[src/rtl/io_ctrl.sv]
// I/O port controller: four output and four input valid/ready channels serving CPU OUT/IN instructions.
// Define IO_OUT_FIFO_EN to give each output channel a 4-deep FIFO instead of a single holding register.
module io_ctrl #(
  parameter int NPORTS = 4,
  parameter int W      = 8
) (
  input  logic                clk,
  input  logic                reset,
  input  logic [1:0]          port_addr,
  input  logic                wr_en,
  input  logic                rd_en,
  input  logic [W-1:0]        wr_data,
  output logic [W-1:0]        rd_data,
  output logic                stall,
  output logic [NPORTS*W-1:0] out_data,
  output logic [NPORTS-1:0]   out_valid,
  input  logic [NPORTS-1:0]   out_ready,
  input  logic [NPORTS*W-1:0] in_data,
  input  logic [NPORTS-1:0]   in_valid,
  output logic [NPORTS-1:0]   in_ready
);

  logic [NPORTS-1:0] out_stall;
  logic [NPORTS-1:0] in_full;
  logic [W-1:0]      in_hold [NPORTS];

  for (genvar i = 0; i < NPORTS; i++) begin : g_out
    logic sel;
    logic push;
    logic pop;

    assign sel = wr_en && (port_addr == 2'(i));

`ifdef IO_OUT_FIFO_EN
    logic [W-1:0] mem [4];
    logic [1:0]   wp;
    logic [1:0]   rp;
    logic [2:0]   count;

    // A full FIFO still accepts a write when the head word leaves on the same edge.
    assign pop  = (count != 3'd0) && out_ready[i];
    assign push = sel && ((count != 3'd4) || out_ready[i]);

    always_ff @(posedge clk or posedge reset) begin
      if (reset) begin
        for (int k = 0; k < 4; k++) mem[k] <= '0;
        wp    <= '0;
        rp    <= '0;
        count <= '0;
      end else begin
        if (push) begin
          mem[wp] <= wr_data;
          wp      <= wp + 2'd1;
        end
        if (pop) rp <= rp + 2'd1;
        count <= count + 3'(push) - 3'(pop);
      end
    end

    assign out_valid[i]         = (count != 3'd0);
    assign out_data[i*W +: W]   = mem[rp];
    assign out_stall[i]         = sel && (count == 3'd4) && !out_ready[i];
`else
    logic         full;
    logic [W-1:0] hold;

    // Pass-through: a full register reloads when the old word is taken on the same edge.
    assign pop  = full && out_ready[i];
    assign push = sel && (!full || out_ready[i]);

    always_ff @(posedge clk or posedge reset) begin
      if (reset) begin
        full <= 1'b0;
        hold <= '0;
      end else if (push) begin
        full <= 1'b1;
        hold <= wr_data;
      end else if (pop) begin
        full <= 1'b0;
      end
    end

    assign out_valid[i]         = full;
    assign out_data[i*W +: W]   = hold;
    assign out_stall[i]         = sel && full && !out_ready[i];
`endif
  end

  for (genvar i = 0; i < NPORTS; i++) begin : g_in
    logic         full;
    logic [W-1:0] hold;

    always_ff @(posedge clk or posedge reset) begin
      if (reset) begin
        full <= 1'b0;
        hold <= '0;
      end else if (in_valid[i] && !full) begin
        full <= 1'b1;
        hold <= in_data[i*W +: W];
      end else if (rd_en && (port_addr == 2'(i)) && full) begin
        full <= 1'b0;
      end
    end

    assign in_ready[i] = !full;
    assign in_full[i]  = full;
    assign in_hold[i]  = hold;
  end

  // An IN to an empty channel stalls and returns zero until a word has been captured.
  always_comb begin
    rd_data = '0;
    stall   = 1'b0;
    for (int i = 0; i < NPORTS; i++) begin
      if (rd_en && (port_addr == 2'(i))) begin
        if (in_full[i]) rd_data = in_hold[i];
        else            stall   = 1'b1;
      end
      if (out_stall[i]) stall = 1'b1;
    end
    if (reset) stall = 1'b0;
  end

endmodule

[config.mk]
export PLATFORM = sky130hd
export DESIGN_NAME = io_ctrl
export DESIGN_NICKNAME = d
export VERILOG_FILES = /design/src/rtl/io_ctrl.sv
export SDC_FILE = /design/constraint.sdc
export NUM_CORES = 1
export LEC_CHECK = 0
export BUFFER_PORTS_ARGS = -buffer_cell sky130_fd_sc_hd__buf_2
export CAP_MARGIN = 20
export CORE_UTILIZATION = 35
export CTS_CLUSTER_SIZE = 14
export DETAILED_ROUTE_END_ITERATION = 8
export SLEW_MARGIN = 0
export SYNTH_ARGS = -nofsm -noshare
export SYNTH_HDL_FRONTEND = slang
export SYNTH_SLANG_ARGS = --single-unit
[constraint.sdc]
create_clock -name clk -period 6.1 [get_ports clk]
set_input_delay 0.61 -clock clk [delete_from_list [all_inputs] [get_ports clk]]
set_output_delay 0.61 -clock clk [all_outputs]
set_load 0.01 [all_outputs]
# Word level (Yosys, flattened, before mapping)
# Cells that the tools add are included.
[totals] regBits=72 latchBits=0 mem_bits_rw=0 mem_bits_ro=0 inputBits=54 output_inout_bits=49 n_memories=0
[op_classes] n_addsub=0 mul=0 div_mod_pow=0 order_cmp=0 eq_ne=3 shifts=0 muxes=37 bitwise_logic=0 n_reduce_logical=57
[op_table] op="2-to-1 mux 8 bit" n=8
[op_table] op="logical AND 1 bit" n=32
[op_table] op="2-to-1 mux 1 bit" n=29
[op_table] op="nonzero test 2 bit" n=8
[op_table] op="zero test 1 bit" n=12
[op_table] op="equality test 2 bit (second input constant)" n=2
[op_table] op="logical OR 1 bit" n=4
[op_table] op="equality test 2 x 1 -> 1 bit (second input constant)" n=1
[op_table] op="zero test 2 bit" n=1

# Longest topological paths before layout
[depth] ltp_word=15 mapped_depth=5 depth_no_buf=3

# Least setup slack after synthesis
# OpenSTA, ideal clock, no wires.
[synth_path] path_kind="input port to output port" from="input port port_addr[1]" to="output port stall" t_arrival_ns=1.508 t_required_ns=5.490 slack_ns=3.982 stages=3 path_cell_list="or4b_1 > o31a_1 > a41oi_1"
[synth_via] elab_chain_cells=15
[synth_lines] item="start, declared" line="9" text="input logic [1:0] port_addr,"
[synth_lines] item="zero test 2 bit" line="32, 115"
[synth_lines] item="logical AND 1 bit" line="32" text="assign sel = wr_en && (port_addr == 2'(i));"
[synth_lines] item="logical AND 1 bit (2 in a row)" line="85" text="assign out_stall[i] = sel && full && !out_ready[i];"
[synth_lines] item="2-to-1 mux 1 bit" line="119" text="if (out_stall[i]) stall = 1'b1;"
[synth_lines] item="2-to-1 mux 1 bit" line="116" text="if (in_full[i]) rd_data = in_hold[i];"
[synth_lines] item="2-to-1 mux 1 bit" line="115" text="if (rd_en && (port_addr == 2'(i))) begin"
[synth_lines] item="2-to-1 mux 1 bit" line="119"
[synth_lines] item="2-to-1 mux 1 bit" line="116"
[synth_lines] item="2-to-1 mux 1 bit" line="115"
[synth_lines] item="2-to-1 mux 1 bit" line="119"
[synth_lines] item="2-to-1 mux 1 bit" line="116"
[synth_lines] item="2-to-1 mux 1 bit" line="115"
[synth_lines] item="2-to-1 mux 1 bit (*)" line="119"
[synth_lines] item="2-to-1 mux 1 bit (*)" line="121" text="if (reset) stall = 1'b0;"
[synth_lines] item="end, declared" line="14" text="output logic stall,"
# Every way passes the cells marked *; elsewhere a longest branch is shown, timed or not.

# Final worst setup path
[layout_path] from="input port port_addr[1]" to="output port rd_data[2]"
[layout_via] elab_chain_cells=9
[layout_lines] item="zero test 2 bit" line="115"
[layout_lines] item="logical AND 1 bit" line="115"
[layout_lines] item="2-to-1 mux 8 bit" line="115"
[layout_lines] item="2-to-1 mux 8 bit" line="116"
[layout_lines] item="2-to-1 mux 8 bit" line="115"
[layout_lines] item="2-to-1 mux 8 bit" line="116"
[layout_lines] item="2-to-1 mux 8 bit" line="115"
[layout_lines] item="2-to-1 mux 8 bit" line="116"
[layout_lines] item="2-to-1 mux 8 bit (*)" line="115"
[layout_lines] item="end, declared" line="13" text="output logic [W-1:0] rd_data,"
# Marked as above.

==> out/metrics.csv <==
metric,value,unit
drc,0,
rsz0062_at_grt,no,
syn_area,3160,um2
worst_slew_pin_slew,0.834,ns
io_buffers,102,
endpoint_kind,output pin,
cts_tree,yes,
place_congestion,0.823,
placedCellCount,432,
drtAntennaViolNets,0,
num_vias,2160,
clk_pin_slew_worst_paths,0.09,ns
p_leak,1.84,nW
fp.dieArea,9400,um2
core-area,8720,um2
clock.fmax,394,MHz
cts_root_buf,clkbuf_8,
ir_drop,0.000119,V
syn_nets,290,
cp_top_family,compound AO/OA/AOI/OAI gates,
slew_violations,0,
synth.lib_cells_used.distinct,33,
yosys_warnings,0,
path_cells,buf_2 > and4b_1 > a221oi_1 > o21ai_1 > buf_2,
cp_max_fo,16,
layout.cells.non_filler,448,
first_pass_iters,6,
rows,34,
dpl.hpwl,5.20,mm
drt-total-wl,6.97,mm
cpPeakStageDelay,0.37,ns
numCtsBuffers,9,
grt_pass1_vias,2289,
period_share,41.6,%
start_kind,primary input,
finalSetupViolCount,0,
clk_path_buf_depth,2,
grt_start_max_net_pins,38,
grtUsageTotal,15.9,%
cts.sinks,72,
ys_ff_latch,72,
seq_area_frac_synth,57.1,%
drive_above_1_share,55.9,%
diodes,0,
cp_common_cell,buf_2,
grt_pass1_wl,11.7,mm
drv_cap,0,
viasPerCell,4.82,
crit_required,5.49,ns
die_w,97.0,um
final_hold_viol_count,0,
finClkSkew,0.0143,ns
crit_path_top_delay_cell,and4b_1,
ctsHoldBuffers,0,
path_class,in -> out,
ctsResizeCount,0,
die_y,97.0,um
period_needed,2.54,ns
status,"finished, final reports clean",
htree_num_levels,3,
fin_nets,389,
overflow,0,
worstPathArrival,1.93,ns
syn_area_per_cell,13.4,um2
synthCells,236,
wire_per_inst,15.6,um
crit_buf_inv,2,
hold_path_class,in -> async,
initial_utilization,36.2,%
setup_tns,0,ns
powerDensity,340,nW/um2
area_growth,24.8,%
clk_latency,0.34,ns
cts_setup_buffers,0,
relSlewSlack,44.3,%
drt-initial-drc-count,55,
antenna_found_initial,0,
io_pins,103,
## per-stage QoR
stage          util, %  setup slack, ns  cell area, um2  total power [mW]  hold slack [ns]
2_1_floorplan        -             3.67            3160             0.816            0.480
3_3_place_gp      42.6             3.62            3710             0.924            0.484
3_5_place_dp      42.6             3.58            3710             0.931            0.490
4_1_cts           45.2             3.58            3940              1.36            0.405
5_1_grt           45.2             3.48            3940              1.42            0.461
6_report          45.2             3.56            3940              1.34            0.402
## report_power, final
| group | internal (mW) | switching [mW] |
|---|---|---|
| Combinational | 0.147 | 0.118 |
| Sequential | 0.588 | 0.0638 |
| Clock | 0.234 | 0.190 |
## cell usage after synthesis (all sizes together)
| library cell | count | area share (%) |
|---|---|---|
| dfrtp | 72 | 57 |
| mux2 | 63 | 22 |
| buf | 16 | 3.3 |
| nor2 | 16 | 2.1 |
| nand2 | 12 | 1.4 |
| o21ai | 12 | 1.9 |
| inv | 8 | 0.95 |
| a221oi | 7 | 2.1 |
| nor2b | 6 | 1.2 |
| nand2b | 3 | 0.59 |
| nand3 | 3 | 1.0 |
| nor3b | 3 | 0.71 |
| and4b | 2 | 0.63 |
| nand4b | 2 | 1.0 |
| a21oi | 1 | 0.52 |
| a222oi | 1 | 0.32 |
| a41oi | 1 | 0.28 |
| and3b | 1 | 0.28 |
| and4 | 1 | 0.28 |
| mux2i | 1 | 0.32 |
| nand3b | 1 | 0.24 |
| nor4bb | 1 | 0.32 |
| o22a | 1 | 0.28 |
| o31a | 1 | 0.28 |
| or4b | 1 | 0.32 |
## layout make-up
type	instances	area (um2)
fill	841	4780
inverter	8	30.0
multi-input combinational	140	1220
timing repair buffer	104	526
clock buffer	9	124
clock inverter	7	103
sequential	72	1800
tap	108	135
## worst paths after layout
path	cells after the start	from	to	slack [ns]
hold / removal	2	reset	g_out[3].hold[6]	0.40
min in group clk	3	in_data[31]	g_in[3].hold[7]	0.47
setup / recovery	5	port_addr[1]	rd_data[2]	3.56
setup reg to reg	3	g_out[1].full	g_out[1].hold[0]	4.39
hold reg to reg	1	g_out[2].hold[2]	g_out[2].hold[2]	0.51
max in group asynchronous	3	reset	g_in[1].hold[0]	4.75
## per-layer routing
metal	part of all wire (%)	GRT usage [%]	wire length [um]	vias to the layer above
met4	2.3	8.15	161	0
li1	-	-	-	1031
met5	0	0	0	-
met1	48	22.0	3320	1058
met2	45	23.0	3150	59
met3	4.9	3.97	341	12
## cells in the final DEF (no fill, tap or decap), drive strengths merged, types with 2 or more instances in the layout
master,instances
nand2,12
nand4b,2
nor3b,3
a221oi,7
dfrtp,72
nor2,16
bufinv,2
clkinv,2
nand3,3
clkbuf,9
nand2b,3
mux2,63
and4b,2
o21ai,12
inv,10
buf,104
nor2b,6
## flip-flops by register name, summed over array words and instances, names as in the netlist
register	count
g_out.full	4
g_in.full	4
g_in.hold	32
g_out.hold	32
## cells by family after synthesis
| logic type | share of synthesized area (%) |
|---|---|
| DFF | 57.1 |
| and+or+nand+nor | 10.2 |
| muxes | 22.8 |
| buffers and inverters | 4.24 |
| AOI/OAI and AO/OA | 5.71 |
No activity file was read; power rests on OpenSTA's default activity.
